<file path="src/rtl/piso_shift_register.sv">
// piso_shift_register: parallel-in / serial-out shifter with a valid/ready
// load handshake and gapless back-to-back frames.
// Optional feature macro: PISO_PARITY_EN appends one even-parity bit per frame.
module piso_shift_register #(
    parameter int WIDTH     = 8,
    parameter bit MSB_FIRST = 1'b1
) (
    input  logic             clk,
    input  logic             rst,
    input  logic [WIDTH-1:0] data_in,
    input  logic             load_valid,
    output logic             load_ready,
    output logic             serial_out,
    output logic             serial_valid,
    output logic             busy,
    output logic             done
);

    localparam int CW = (WIDTH > 1) ? $clog2(WIDTH) : 1;

    typedef enum logic [1:0] {
        IDLE   = 2'd0,
        SHIFT  = 2'd1,
        PARITY = 2'd2
    } state_t;

    state_t           state, state_nxt;
    logic [WIDTH-1:0] shreg;
    logic [CW-1:0]    cnt;
    logic             last_bit;
    logic             final_cyc;
    logic             accept;
    logic             head_bit;

    // Last data bit of the frame is on the line
    assign last_bit = (state == SHIFT) && (cnt == CW'(WIDTH - 1));

`ifdef PISO_PARITY_EN
    logic par_bit;
    assign final_cyc = (state == PARITY);
`else
    assign final_cyc = last_bit;
`endif

    // Ready in idle and in the final frame cycle so frames can abut; never in reset
    assign load_ready = !rst && ((state == IDLE) || final_cyc);
    assign accept     = load_valid && load_ready;

    // Bit currently at the output end of the shift register
    assign head_bit = MSB_FIRST ? shreg[WIDTH-1] : shreg[0];

    // State register
    always_ff @(posedge clk or posedge rst) begin
        if (rst) state <= IDLE;
        else     state <= state_nxt;
    end

    // Next-state logic
    always_comb begin
        state_nxt = state;
        case (state)
            IDLE: begin
                if (accept) state_nxt = SHIFT;
            end
            SHIFT: begin
                if (last_bit) begin
                    if (accept) state_nxt = SHIFT;
`ifdef PISO_PARITY_EN
                    else        state_nxt = PARITY;
`else
                    else        state_nxt = IDLE;
`endif
                end
            end
`ifdef PISO_PARITY_EN
            PARITY: begin
                state_nxt = accept ? SHIFT : IDLE;
            end
`endif
            default: state_nxt = IDLE;
        endcase
    end

    // Datapath: capture on accept, otherwise shift one bit per SHIFT cycle
    always_ff @(posedge clk or posedge rst) begin
        if (rst) begin
            shreg <= '0;
            cnt   <= '0;
        end else if (accept) begin
            shreg <= data_in;
            cnt   <= '0;
        end else if (state == SHIFT) begin
            shreg <= MSB_FIRST ? {shreg[WIDTH-2:0], 1'b0} : {1'b0, shreg[WIDTH-1:1]};
            cnt   <= last_bit ? '0 : cnt + 1'b1;
        end
    end

`ifdef PISO_PARITY_EN
    // Parity is taken from the word as captured, not from the shifting copy
    always_ff @(posedge clk or posedge rst) begin
        if (rst)         par_bit <= 1'b0;
        else if (accept) par_bit <= ^data_in;
    end
`endif

    // Outputs decoded from state and registers only
    always_comb begin
        serial_out   = 1'b0;
        serial_valid = 1'b0;
        busy         = 1'b0;
        done         = 1'b0;
        case (state)
            SHIFT: begin
                serial_out   = head_bit;
                serial_valid = 1'b1;
                busy         = 1'b1;
                done         = final_cyc;
            end
`ifdef PISO_PARITY_EN
            PARITY: begin
                serial_out   = par_bit;
                serial_valid = 1'b1;
                busy         = 1'b1;
                done         = 1'b1;
            end
`endif
            default: ;
        endcase
    end

endmodule

</file>
<file path="config.mk">
export PLATFORM = sky130hd
export DESIGN_NAME = piso_shift_register
export DESIGN_NICKNAME = d
export VERILOG_FILES = /design/src/rtl/piso_shift_register.sv
export SDC_FILE = /design/constraint.sdc
export NUM_CORES = 1
export LEC_CHECK = 0
export ABC_AREA = 1
export ABC_CLOCK_PERIOD_IN_PS = 1600
export BUFFER_PORTS_ARGS = -buffer_cell sky130_fd_sc_hd__buf_2
export CORE_AREA = 2 2 39 41
export CTS_CLUSTER_SIZE = 10
export DETAILED_ROUTE_END_ITERATION = 8
export DIE_AREA = 0 0 41 43
export PLACE_DENSITY = 0.7
export REMOVE_ABC_BUFFERS = 1
export SLEW_MARGIN = 15
export SYNTH_ARGS = -nofsm -noshare
export SYNTH_HDL_FRONTEND = slang
export SYNTH_SLANG_ARGS = --single-unit
</file>
<file path="constraint.sdc">
create_clock -name clk -period 1.6 [get_ports clk]
set_input_delay 0.4 -clock clk [delete_from_list [all_inputs] [get_ports clk]]
set_output_delay 0.4 -clock clk [all_outputs]
set_load 0.1 [all_outputs]
</file>
==> out/results.ini, run 1 <==
[status]
status = finished with violations
violations = setup timing

[cts]
path_clk_slew_ns = 0.07
cts_sinks = 12
cts_hold_buf = 0
cts_buffer_depth = 2
cts_buffers = 3
clk_latency_ns = 0.27
cts_tree = yes
clockRootBuffer = clkbuf_4
h-tree-depth = 1

[die]
start_util_pct = 43.40
die_h_um = 43
fp-row-count = 14
chipWidth_um = 41
die_area_um2 = 1763
io_pins = 16
core_um2 = 1384

[global_route]
grt_start_max_net_pins = 15
grt_first_pass_wirelength_mm = 2.104
overflow = 0
grt_pass1_vias = 491
track_usage_pct = 17.47
antenna_found_initial = 0

[timing]
fin_crit_sh_pct = 106.7
fin_crit_ns = 1.707
setup_slack_ns = -0.1066
worst_pin_slew_ns = 0.2482
setup_viol = 2
clock.fmax_ghz = 0.5860
rsz0062_at_grt = yes
hold_viol = 0
clock_skew_ns = 0.0006219
max-slew-margin-rel_pct = 83.45
fin_setup_tns_ns = -0.1888
final_max_slew_viol_count = 0

[layout]
seqCellArea_um2 = 300.3
fill_cells = 110
antenna_cells = 0
finalNetCount = 105
drive_above_1_share_pct = 39.56
area_delta_synth_final_pct = 48.75
multi_input_area_um2 = 315.3
final_cells = 107

[min_path]
min_path_type = input port to asynchronous set/reset pin

[critical_path]
critPathRequiredTime_ns = 1.20
arrival_ns = 1.31
cp_slowest_cell = dfrtp_1
critical_path.max_stage_delay_ns = 0.40
reg2reg_slack_ns = 0.09
cpMostUsedCell = ha_4
end_kind = output port
path_cells = ha_4, ha_4, inv_2, a21oi_4, buf_12
criticalPathCategory = flip-flop to output port
start_kind = flip-flop
path_max_fanout = 2

[power]
p_per_area_nw_per_um2 = 2019
leakage_nw = 0.4293
irDropWorstVdd_uv = 938.0
total_power_mw = 1.803

[synthesis]
synth_area_per_cell_um2 = 8.832
synth_seq_cells = 12
yosysUniqueCellTypes = 14
post-synth-top-area-fraction_pct = 50.00
yosysSeqAreaShare_pct = 50.00
syn_area_um2 = 600.6
yosysWarnings = 0
synthCells = 68
yosysTopAreaCell = dfrtp_1
synth_area_leaders = dfrtp_1 (50%), nand3_1 (13%), nand2_1 (10%), nand4_1 (7.3%), ha_1 (4.2%)

[route]
topRoutingLayerUsed = met3
first_iter_violations = 19
ant_nets = 0
via_per_inst = 5.243
drc = 0
drt-met1-wl_um = 540
wire_per_inst_um = 12.15
drtPass1Iterations = 4
vias = 561
wl_met3_um = 76
wirelength_mm = 1.300
met2_length_um = 683

[run]
drv_cap = 0

[placement]
dp_cells = 100
gp_congestion = 0.7193
port_buffers = 15
post-dp-hpwl_um = 857.8

==> layout by cell type (no fill, tap or decap), types with 2 or more instances in the layout <==
master / n
nand2_1: 16
nand3_1: 16
dfrtp_1: 12
buf_2: 10
nand4_1: 7
buf_4: 7
buf_12: 5
inv_2: 3
clkbuf_4: 3
nand3_4: 2
inv_1: 2
ha_4: 2
==> final cells by class <==
class | instances | share of cell area [%]
Multi-Input combinational cell | 48 | 35.29
Clock buffer | 4 | 4.062
Sequential cell | 12 | 33.61
Tap cell | 16 | 2.241
Timing Repair Buffer | 22 | 22.69
Inverter | 5 | 2.101
==> registers in the layout (all words and copies together), names as in the netlist <==
register,count
cnt,3
shreg,8
state,1
==> final timing paths <==
check                                     start                   end  cells after the start
setup / recovery             cnt[0]$_DFFE_PP0P_            load_ready                      5
hold / removal                              rst  shreg[7]$_DFFE_PP0P_                      3
setup reg to reg             cnt[0]$_DFFE_PP0P_  shreg[2]$_DFFE_PP0P_                      9
hold reg to reg            shreg[4]$_DFFE_PP0P_  shreg[4]$_DFFE_PP0P_                      2
max in group asynchronous                   rst  shreg[4]$_DFFE_PP0P_                      3
min in group clk                     data_in[0]  shreg[0]$_DFFE_PP0P_                      3
==> power by group <==
part	switching, mW	internal, mW	total [mW]	leakage, nW
clock	0.0979	0.138	0.236	0.0210
sequential	0.0916	0.426	0.517	0.155
combinational	0.655	0.395	1.05	0.254
total	0.845	0.959	1.80	0.429
==> metal layers <==
metal	GRT usage, %	vias to the layer above
met5	0	-
met4	6.000	0
met3	3.141	0
met2	25.31	19
met1	25.69	261
li1	-	281
==> cells in the mapped netlist <==
cell type and n:
a21oi_1 1, a21oi_2 1, buf_2 2, buf_4 2, dfrtp_1 12, ha_1 2
inv_1 4, inv_2 1, nand2_1 16, nand2_2 1, nand3_1 16, nand3_4 1
nand4_1 7, o21ai_0 2
==> metrics by stage <==
| stage | utilization, % | setup slack (ns) | hold slack [ns] | instance area (µm²) |
|---|---|---|---|---|
| final | 64.56 | -0.1066 | 0.1582 | 893.4 |
| after global routing | 64.56 | -0.1639 | 0.1630 | 893.4 |
| after CTS | 62.21 | -0.1212 | 0.1412 | 860.8 |
| after detailed placement | 56.60 | 0.05578 | 0.4083 | 783.3 |
| after global placement | 56.60 | 0.09807 | 0.4055 | 783.3 |
| after floorplan | - | -1.850 | 0.2548 | 575.6 |
==> cell families (layout without fill, tap and decap cells) <==
kind of cell,Yosys count,count (layout),synth area share (%)
DFF,12,12,50.00
and+or+nand+nor,41,42,34.59
AOI/OAI and AO/OA,4,4,3.958
buffers and inverters,9,31,7.290
adders and majority gates,2,2,4.166
==> repair_timing <==
action	CTS	global route
cloned	0	1
pin swaps	0	1
endpoints found under the setup margin	2	13
setup buffers	2	0
gates resized for setup	7	4
==> worst max-delay path, delay by kind of cell (launching register included) <==
| kind | cells | cell delay [ns] |
|---|---|---|
| flip-flops | 1 | 0.40 |
| adder cells (fa/ha/maj) | 2 | 0.28 |
| buffers and inverters | 2 | 0.22 |
| AO/OA/AOI/OAI | 1 | 0.13 |
Note: power is estimated with default switching activity, not from simulation.
==> inputs of run 2 (changes only) <==
--- a/config.mk
+++ b/config.mk
@@ -7,7 +7,7 @@
 export LEC_CHECK = 0
 export ABC_AREA = 1
 export ABC_CLOCK_PERIOD_IN_PS = 1600
-export BUFFER_PORTS_ARGS = -buffer_cell sky130_fd_sc_hd__buf_2
+export BUFFER_PORTS_ARGS = -buffer_cell sky130_fd_sc_hd__buf_4
 export CORE_AREA = 2 2 39 41
 export CTS_CLUSTER_SIZE = 10
 export DETAILED_ROUTE_END_ITERATION = 8
==> out/results.ini, run 2 (synthesis results as in run 1) <==
[layout]
antenna_cells = 0  ; unchanged
seqCellArea_um2 = 301.5  ; was 300.3 µm²
regMostFlops = shreg  ; unchanged
layout_commonest_cell = buf_4
largest_register_ffs = 8  ; unchanged
final_cells = 106  ; was 107
fill_cells = 122  ; was 110
reg_top3 = shreg: 8 flops, cnt: 3 flops, state: 1 flops  ; unchanged
multi_input_area_um2 = 282.8  ; was 315.3 µm²
area_delta_synth_final_pct = 42.08  ; was 48.75%
drive_above_1_share_pct = 40.00  ; was 39.56%
final_cell_mix = buf_4 (19), nand2_1 (16), nand3_1 (16)  ; was nand2_1 (16), nand3_1 (16), dfrtp_1 (12)
finalNetCount = 104  ; was 105

[route]
via_per_inst = 5.462  ; was 5.243
ant_nets = 0  ; unchanged
drc = 0  ; unchanged
wirelength_mm = 1.333  ; was 1.300 mm
vias = 579  ; was 561
first_iter_violations = 31  ; was 19
wire_per_inst_um = 12.58  ; was 12.15 µm
drtPass1Iterations = 4  ; unchanged

[status]
violations = setup timing  ; unchanged
status = finished with violations  ; unchanged

[critical_path]
end_kind = output port  ; unchanged
path_max_fanout = 2  ; unchanged
endpoint = load_ready  ; unchanged
start_kind = flip-flop  ; unchanged
r2r_start = cnt[1]$_DFFE_PP0P_  ; was cnt[0]$_DFFE_PP0P_
reg2reg_slack_ns = 0.10  ; was 0.09 ns
worstReg2RegEnd = shreg[2]$_DFFE_PP0P_  ; unchanged
critPathRequiredTime_ns = 1.20  ; about the same
startpoint = cnt[1]$_DFFE_PP0P_  ; was cnt[0]$_DFFE_PP0P_
worstRegToRegCells = 8  ; was 9
arrival_ns = 1.35  ; was 1.31 ns
criticalPathCategory = flip-flop to output port  ; unchanged

[cts]
cts_sinks = 12  ; unchanged
h-tree-depth = 1  ; unchanged
cts_buffers = 3  ; unchanged
path_clk_slew_ns = 0.08  ; was 0.07 ns
cts_hold_buf = 0  ; unchanged
cts_tree = yes  ; unchanged
cts_buffer_depth = 2  ; unchanged
clk_latency_ns = 0.27  ; about the same
clockRootBuffer = clkbuf_4  ; unchanged

[power]
irDropWorstVdd_uv = 940.1  ; was 938.0 µV
p_per_area_nw_per_um2 = 1992  ; was 2019 nW/µm²
leakage_nw = 0.4210  ; was 0.4293 nW

[timing]
whs_ns = 0.03663  ; was 0.1582 ns
hold_viol = 0  ; unchanged
worst_pin_slew_ns = 0.2784  ; was 0.2482 ns
setup_viol = 2  ; unchanged
clock_skew_ns = 0.003124  ; was 0.0006219 ns
setup_slack_ns = -0.1458  ; was -0.1066 ns
fin_crit_sh_pct = 109.1  ; was 106.7%
fin_crit_ns = 1.746  ; was 1.707 ns
final_max_slew_viol_count = 0  ; unchanged
max-slew-margin-rel_pct = 81.59  ; was 83.45%
rsz0062_at_grt = yes  ; unchanged
clock.fmax_ghz = 0.5728  ; was 0.5860 GHz

[placement]
post-dp-hpwl_um = 910.6  ; was 857.8 µm
gp_congestion = 0.6966  ; was 0.7193
port_buffers = 15  ; unchanged
dp_cells = 100  ; unchanged

[min_path]
min_path_type = input port to asynchronous set/reset pin  ; unchanged

[run]
drv_cap = 0  ; unchanged

[global_route]
antenna_found_initial = 0  ; unchanged
overflow = 0  ; unchanged
grt_pass1_vias = 562  ; was 491
track_usage_pct = 19.24  ; was 17.47%
grt_start_max_net_pins = 16  ; was 15
grt_first_pass_wirelength_mm = 2.339  ; was 2.104 mm

[die]
chipWidth_um = 41  ; unchanged
core_um2 = 1384  ; unchanged
start_util_pct = 43.40  ; unchanged
io_pins = 16  ; unchanged
die_area_um2 = 1763  ; unchanged
die_h_um = 43  ; unchanged
fp-row-count = 14  ; unchanged

## run 2: final cells by class
cell class,instances,share of cell area [%]
timing repair buffer,22,22.73
clock buffer,4,4.252
inverter,5,2.199
tap,16,2.346
sequential,12,35.34
multi-input combinational,47,33.14
## run 2: worst min-delay path by stage
stage / from / end / slack, ns / cells after the start
after floorplan: rst / cnt[0]$_DFFE_PP0P_ / 0.25 / 1
after global placement: rst / shreg[3]$_DFFE_PP0P_ / 0.31 / 2
after detailed placement: rst / shreg[3]$_DFFE_PP0P_ / 0.31 / 2
after CTS: rst / shreg[3]$_DFFE_PP0P_ / 0.03 / 2
after global routing: rst / shreg[2]$_DFFE_PP0P_ / 0.04 / 2
final: rst / shreg[3]$_DFFE_PP0P_ / 0.04 / 2
## run 2: what timing repair did
| item | CTS | global route |
|---|---|---|
| hold endpoints to repair | 0 | 0 |
| endpoints found under the setup margin | 3 | 4 |
| pin swaps | 0 | 1 |
| gates resized for setup | 12 | 3 |
| buffers inserted | 1 | 1 |
## run 2: power breakdown
group          leakage [nW]  internal [mW]  switching [mW]
Combinational         0.246          0.322           0.609
Clock                0.0210          0.138           0.102
Sequential            0.154          0.428           0.100
Total                 0.421          0.888           0.812
## run 2: per-stage QoR
stage / total power [mW] / utilization (%) / setup WS (ns) / area [µm²] / TNS, ns
after CTS: 1.655 / 59.95 / -0.1370 / 829.5 / -0.2144
after global routing: 1.809 / 61.66 / -0.1797 / 853.3 / -0.3774
after floorplan: 1.099 / - / -1.850 / 575.6 / -16.30
after detailed placement: 1.336 / 53.89 / 0.05569 / 745.7 / 0
final: 1.700 / 61.66 / -0.1458 / 853.3 / -0.2636
after global placement: 1.310 / 53.89 / 0.09889 / 745.7 / 0
## run 2: per-layer routing
layer	vias up	part of all wire [%]	global-route usage (%)
met5	-	0	0
met4	0	1.1	4.000
met3	4	5.6	4.712
met2	19	52	29.06
met1	276	42	27.40
li1	280	-	-
## run 2: worst max-delay path, stage by stage (launching register included)
cell and delay, ns:
dfrtp_1 0.37, ha_2 0.20, ha_4 0.13, inv_2 0.05, a21oi_4 0.13, buf_12 0.19
==> inputs of run 3 (changes only) <==
==> config.mk (replaced) <==
export PLATFORM = sky130hd
export DESIGN_NAME = piso_shift_register
export DESIGN_NICKNAME = d
export VERILOG_FILES = /design/src/rtl/piso_shift_register.sv
export SDC_FILE = /design/constraint.sdc
export NUM_CORES = 1
export LEC_CHECK = 0
export ABC_CLOCK_PERIOD_IN_PS = 1600
export BUFFER_PORTS_ARGS = -buffer_cell sky130_fd_sc_hd__buf_2
export CORE_MARGIN = 1
export CORE_UTILIZATION = 49
export CTS_CLUSTER_SIZE = 10
export DETAILED_ROUTE_END_ITERATION = 8
export PLACE_DENSITY = 0.74
export REMOVE_ABC_BUFFERS = 1
export SLEW_MARGIN = 15
export SYNTH_ARGS = -nofsm -noshare
export SYNTH_HDL_FRONTEND = slang
export SYNTH_SLANG_ARGS = --single-unit
==> out/results.ini, run 3 <==
[die]
die_h_um = 38.41  ; was 43 µm
die_area_um2 = 1475  ; was 1763 µm²
chipWidth_um = 38.41  ; was 41 µm
core_um2 = 1171  ; was 1384 µm²
io_pins = 16  ; unchanged
start_util_pct = 55.45  ; was 43.40%
fp-row-count = 12  ; was 14

[synthesis]
yosysSeqAreaShare_pct = 46.24  ; was 50.00%
synth-edff-count = 0  ; unchanged
yosysWarnings = 0  ; unchanged
ys_async_sr_fraction_pct = 100.0  ; unchanged
synth_area_per_cell_um2 = 11.01  ; was 8.832 µm²
synthCells = 59  ; was 68
synth_flop_cell = dfrtp_1  ; unchanged
syn_area_um2 = 649.4  ; was 600.6 µm²
synth_area_leaders = dfrtp_1 (46%), mux2i_1 (12%), o21ai_2 (11%), nand3_1 (6.2%), ha_1 (3.9%)  ; was dfrtp_1 (50%), nand3_1 (13%), nand2_1 (10%), nand4_1 (7.3%), ha_1 (4.2%)
synth_seq_cells = 12  ; unchanged
yosysUniqueCellTypes = 18  ; was 14
synth_top_cells_by_count = dfrtp_1 (12), mux2i_1 (8), nand3_1 (8), o21ai_2 (8), nand2_1 (4)  ; was nand2_1 (16), nand3_1 (16), dfrtp_1 (12)
yosysMostFrequentCell = dfrtp_1
yosysTopAreaCell = dfrtp_1  ; unchanged
post-synth-top-area-fraction_pct = 46.24  ; was 50.00%

[timing]
clock.fmax_ghz = 0.5672  ; was 0.5728 GHz
rsz0062_at_grt = yes  ; unchanged
max-slew-margin-rel_pct = 71.24  ; was 81.59%
fin_crit_ns = 1.763  ; was 1.746 ns
fin_crit_sh_pct = 110.2  ; was 109.1%
clock_skew_ns = 0.004823  ; was 0.003124 ns
setup_slack_ns = -0.1630  ; was -0.1458 ns
hold_viol = 0  ; unchanged
final_max_slew_viol_count = 0  ; unchanged
fin_setup_tns_ns = -0.2887  ; was -0.2636 ns
setup_viol = 2  ; unchanged
worst_pin_slew_ns = 0.4310  ; was 0.2784 ns

[cts]
cts_hold_buf = 0  ; unchanged
cts_buffers = 3  ; unchanged
path_clk_slew_ns = 0.07  ; was 0.08 ns
cts_sinks = 12  ; unchanged
h-tree-depth = 1  ; unchanged
cts_buffer_depth = 2  ; unchanged
cts_tree = yes  ; unchanged
clockRootBuffer = clkbuf_4  ; unchanged
clk_latency_ns = 0.28  ; was 0.27 ns

[power]
irDropWorstVdd_uv = 1554  ; was 940.1 µV
leakage_nw = 0.4633  ; was 0.4210 nW
p_per_area_nw_per_um2 = 2242  ; was 1992 nW/µm²

[placement]
port_buffers = 15  ; unchanged
place_ws_ns = 0.02501  ; was 0.05569 ns
post-dp-hpwl_um = 862.9  ; was 910.6 µm
gp_congestion = 0.7502  ; was 0.6966

[critical_path]
path_max_fanout = 3  ; was 2
criticalPathCategory = flip-flop to output port  ; unchanged
arrival_ns = 1.36  ; was 1.35 ns
start_kind = flip-flop  ; unchanged
end_kind = output port  ; unchanged
critPathRequiredTime_ns = 1.20  ; about the same

[layout]
layout_commonest_cell = dfrtp_1  ; was buf_4
drive_above_1_share_pct = 54.22  ; was 40.00%
fill_cells = 74  ; was 122
seqCellArea_um2 = 300.3  ; was 301.5 µm²
final_cell_mix = dfrtp_1 (12), buf_2 (10), buf_4 (9)  ; was buf_4 (19), nand2_1 (16), nand3_1 (16)
fin_util_pct = 78.85  ; was 61.66%
area_delta_synth_final_pct = 42.20  ; was 42.08%
reg_top3 = shreg: 8 flops, cnt: 3 flops, state: 1 flops  ; unchanged
largest_register_ffs = 8  ; unchanged
regMostFlops = shreg  ; unchanged
finalNetCount = 97  ; was 104
antenna_cells = 0  ; unchanged
multi_input_area_um2 = 332.8  ; was 282.8 µm²

[route]
drc = 0  ; unchanged
drtPass1Iterations = 3  ; was 4
wire_per_inst_um = 13.47  ; was 12.58 µm
via_per_inst = 5.258  ; was 5.462
wirelength_mm = 1.307  ; was 1.333 mm
first_iter_violations = 11  ; was 31
ant_nets = 0  ; unchanged
vias = 510  ; was 579

[global_route]
grt_pass1_vias = 497  ; was 562
overflow = 0  ; unchanged
track_usage_pct = 23.08  ; was 19.24%
grt_start_max_net_pins = 13  ; was 16
antenna_found_initial = 0  ; unchanged
grt_first_pass_wirelength_mm = 2.180  ; was 2.339 mm

[status]
violations = setup timing  ; unchanged
status = finished with violations  ; unchanged

[min_path]
min_path_type = input port to asynchronous set/reset pin  ; unchanged

[run]
drv_cap = 0  ; unchanged

run 3: cell count changes after synthesis, sizes merged, moves of 2 or more:
cell	change
nor2	+3
mux2i	+8
nand4	-7
o21ai	+6
inv	-3
nand3	-9
a21oi	-2
and2	+3
nand2	-13
run 3: area by class of cell:
| type | instances | share of cell area (%) |
|---|---|---|
| clock buffers | 4 | 3.930 |
| inverters | 2 | 0.8130 |
| multi-input cells | 40 | 36.04 |
| flip-flops and latches | 12 | 32.52 |
| well taps | 14 | 1.897 |
| repair buffers | 25 | 24.80 |
run 3: cells by family after synthesis:
kind of cell | synth area share [%]
compound gates | 14.26
fa+ha+maj | 3.853
buf+inv | 7.900
flops | 46.24
mux | 12.33
simple gates | 15.41
run 3: repair_timing:
action                                  4_1_cts  5_1_grt
pin swaps                                     1        3
endpoints found under the setup margin        2        3
resized for setup                             7        3
buffers inserted                              3        2
run 3: metal layers:
| metal | track usage [%] | part of all wire [%] | vias to the layer above |
|---|---|---|---|
| met5 | 0 | 0 | - |
| met2 | 36.86 | 49 | 11 |
| li1 | - | - | 254 |
| met4 | 12.93 | 3.7 | 0 |
| met1 | 27.48 | 43 | 240 |
| met3 | 6.977 | 3.9 | 5 |
run 3: critical path: stages, from the launching register on:
cell and delay [ns]:
dfrtp_1 0.38, ha_2 0.20, ha_4 0.17, nor2_4 0.12, nor2_4 0.05, buf_12 0.16
run 3: power breakdown:
group | leakage (nW) | switching (mW) | total (mW) | internal, mW
Sequential | 0.152 | 0.0744 | 0.501 | 0.426
Combinational | 0.290 | 0.749 | 1.34 | 0.587
Clock | 0.0210 | 0.0956 | 0.234 | 0.139
run 3: through the flow:
| step | hold slack [ns] | instance area [µm²] | cells | total power, mW |
|---|---|---|---|---|
| 2_1_floorplan | 0.2647 | 605.6 | 54 | 1.256 |
| 3_3_place_gp | 0.4395 | 810.8 | 88 | 1.623 |
| 3_5_place_dp | 0.4400 | 810.8 | 88 | 1.647 |
| 4_1_cts | 0.1472 | 897.1 | 95 | 1.998 |
| 5_1_grt | 0.1974 | 923.4 | 97 | 2.194 |
| 6_report | 0.1554 | 923.4 | 97 | 2.071 |
run 3: final timing paths:
kind | depth (start not counted) | start | endpoint | slack [ns]
worst max register to register | 5 | cnt[1]$_DFFE_PP0P_ | cnt[0]$_DFFE_PP0P_ | 0.12
worst min register to register | 2 | shreg[0]$_DFFE_PP0P_ | shreg[0]$_DFFE_PP0P_ | 0.53
max in group asynchronous | 2 | rst | state[0]$_DFFE_PP0P_ | 1.14
min in group clk | 3 | data_in[3] | shreg[3]$_DFFE_PP0P_ | 0.35
worst min-delay path | 2 | rst | shreg[3]$_DFFE_PP0P_ | 0.16
worst max-delay path | 5 | cnt[1]$_DFFE_PP0P_ | load_ready | -0.16
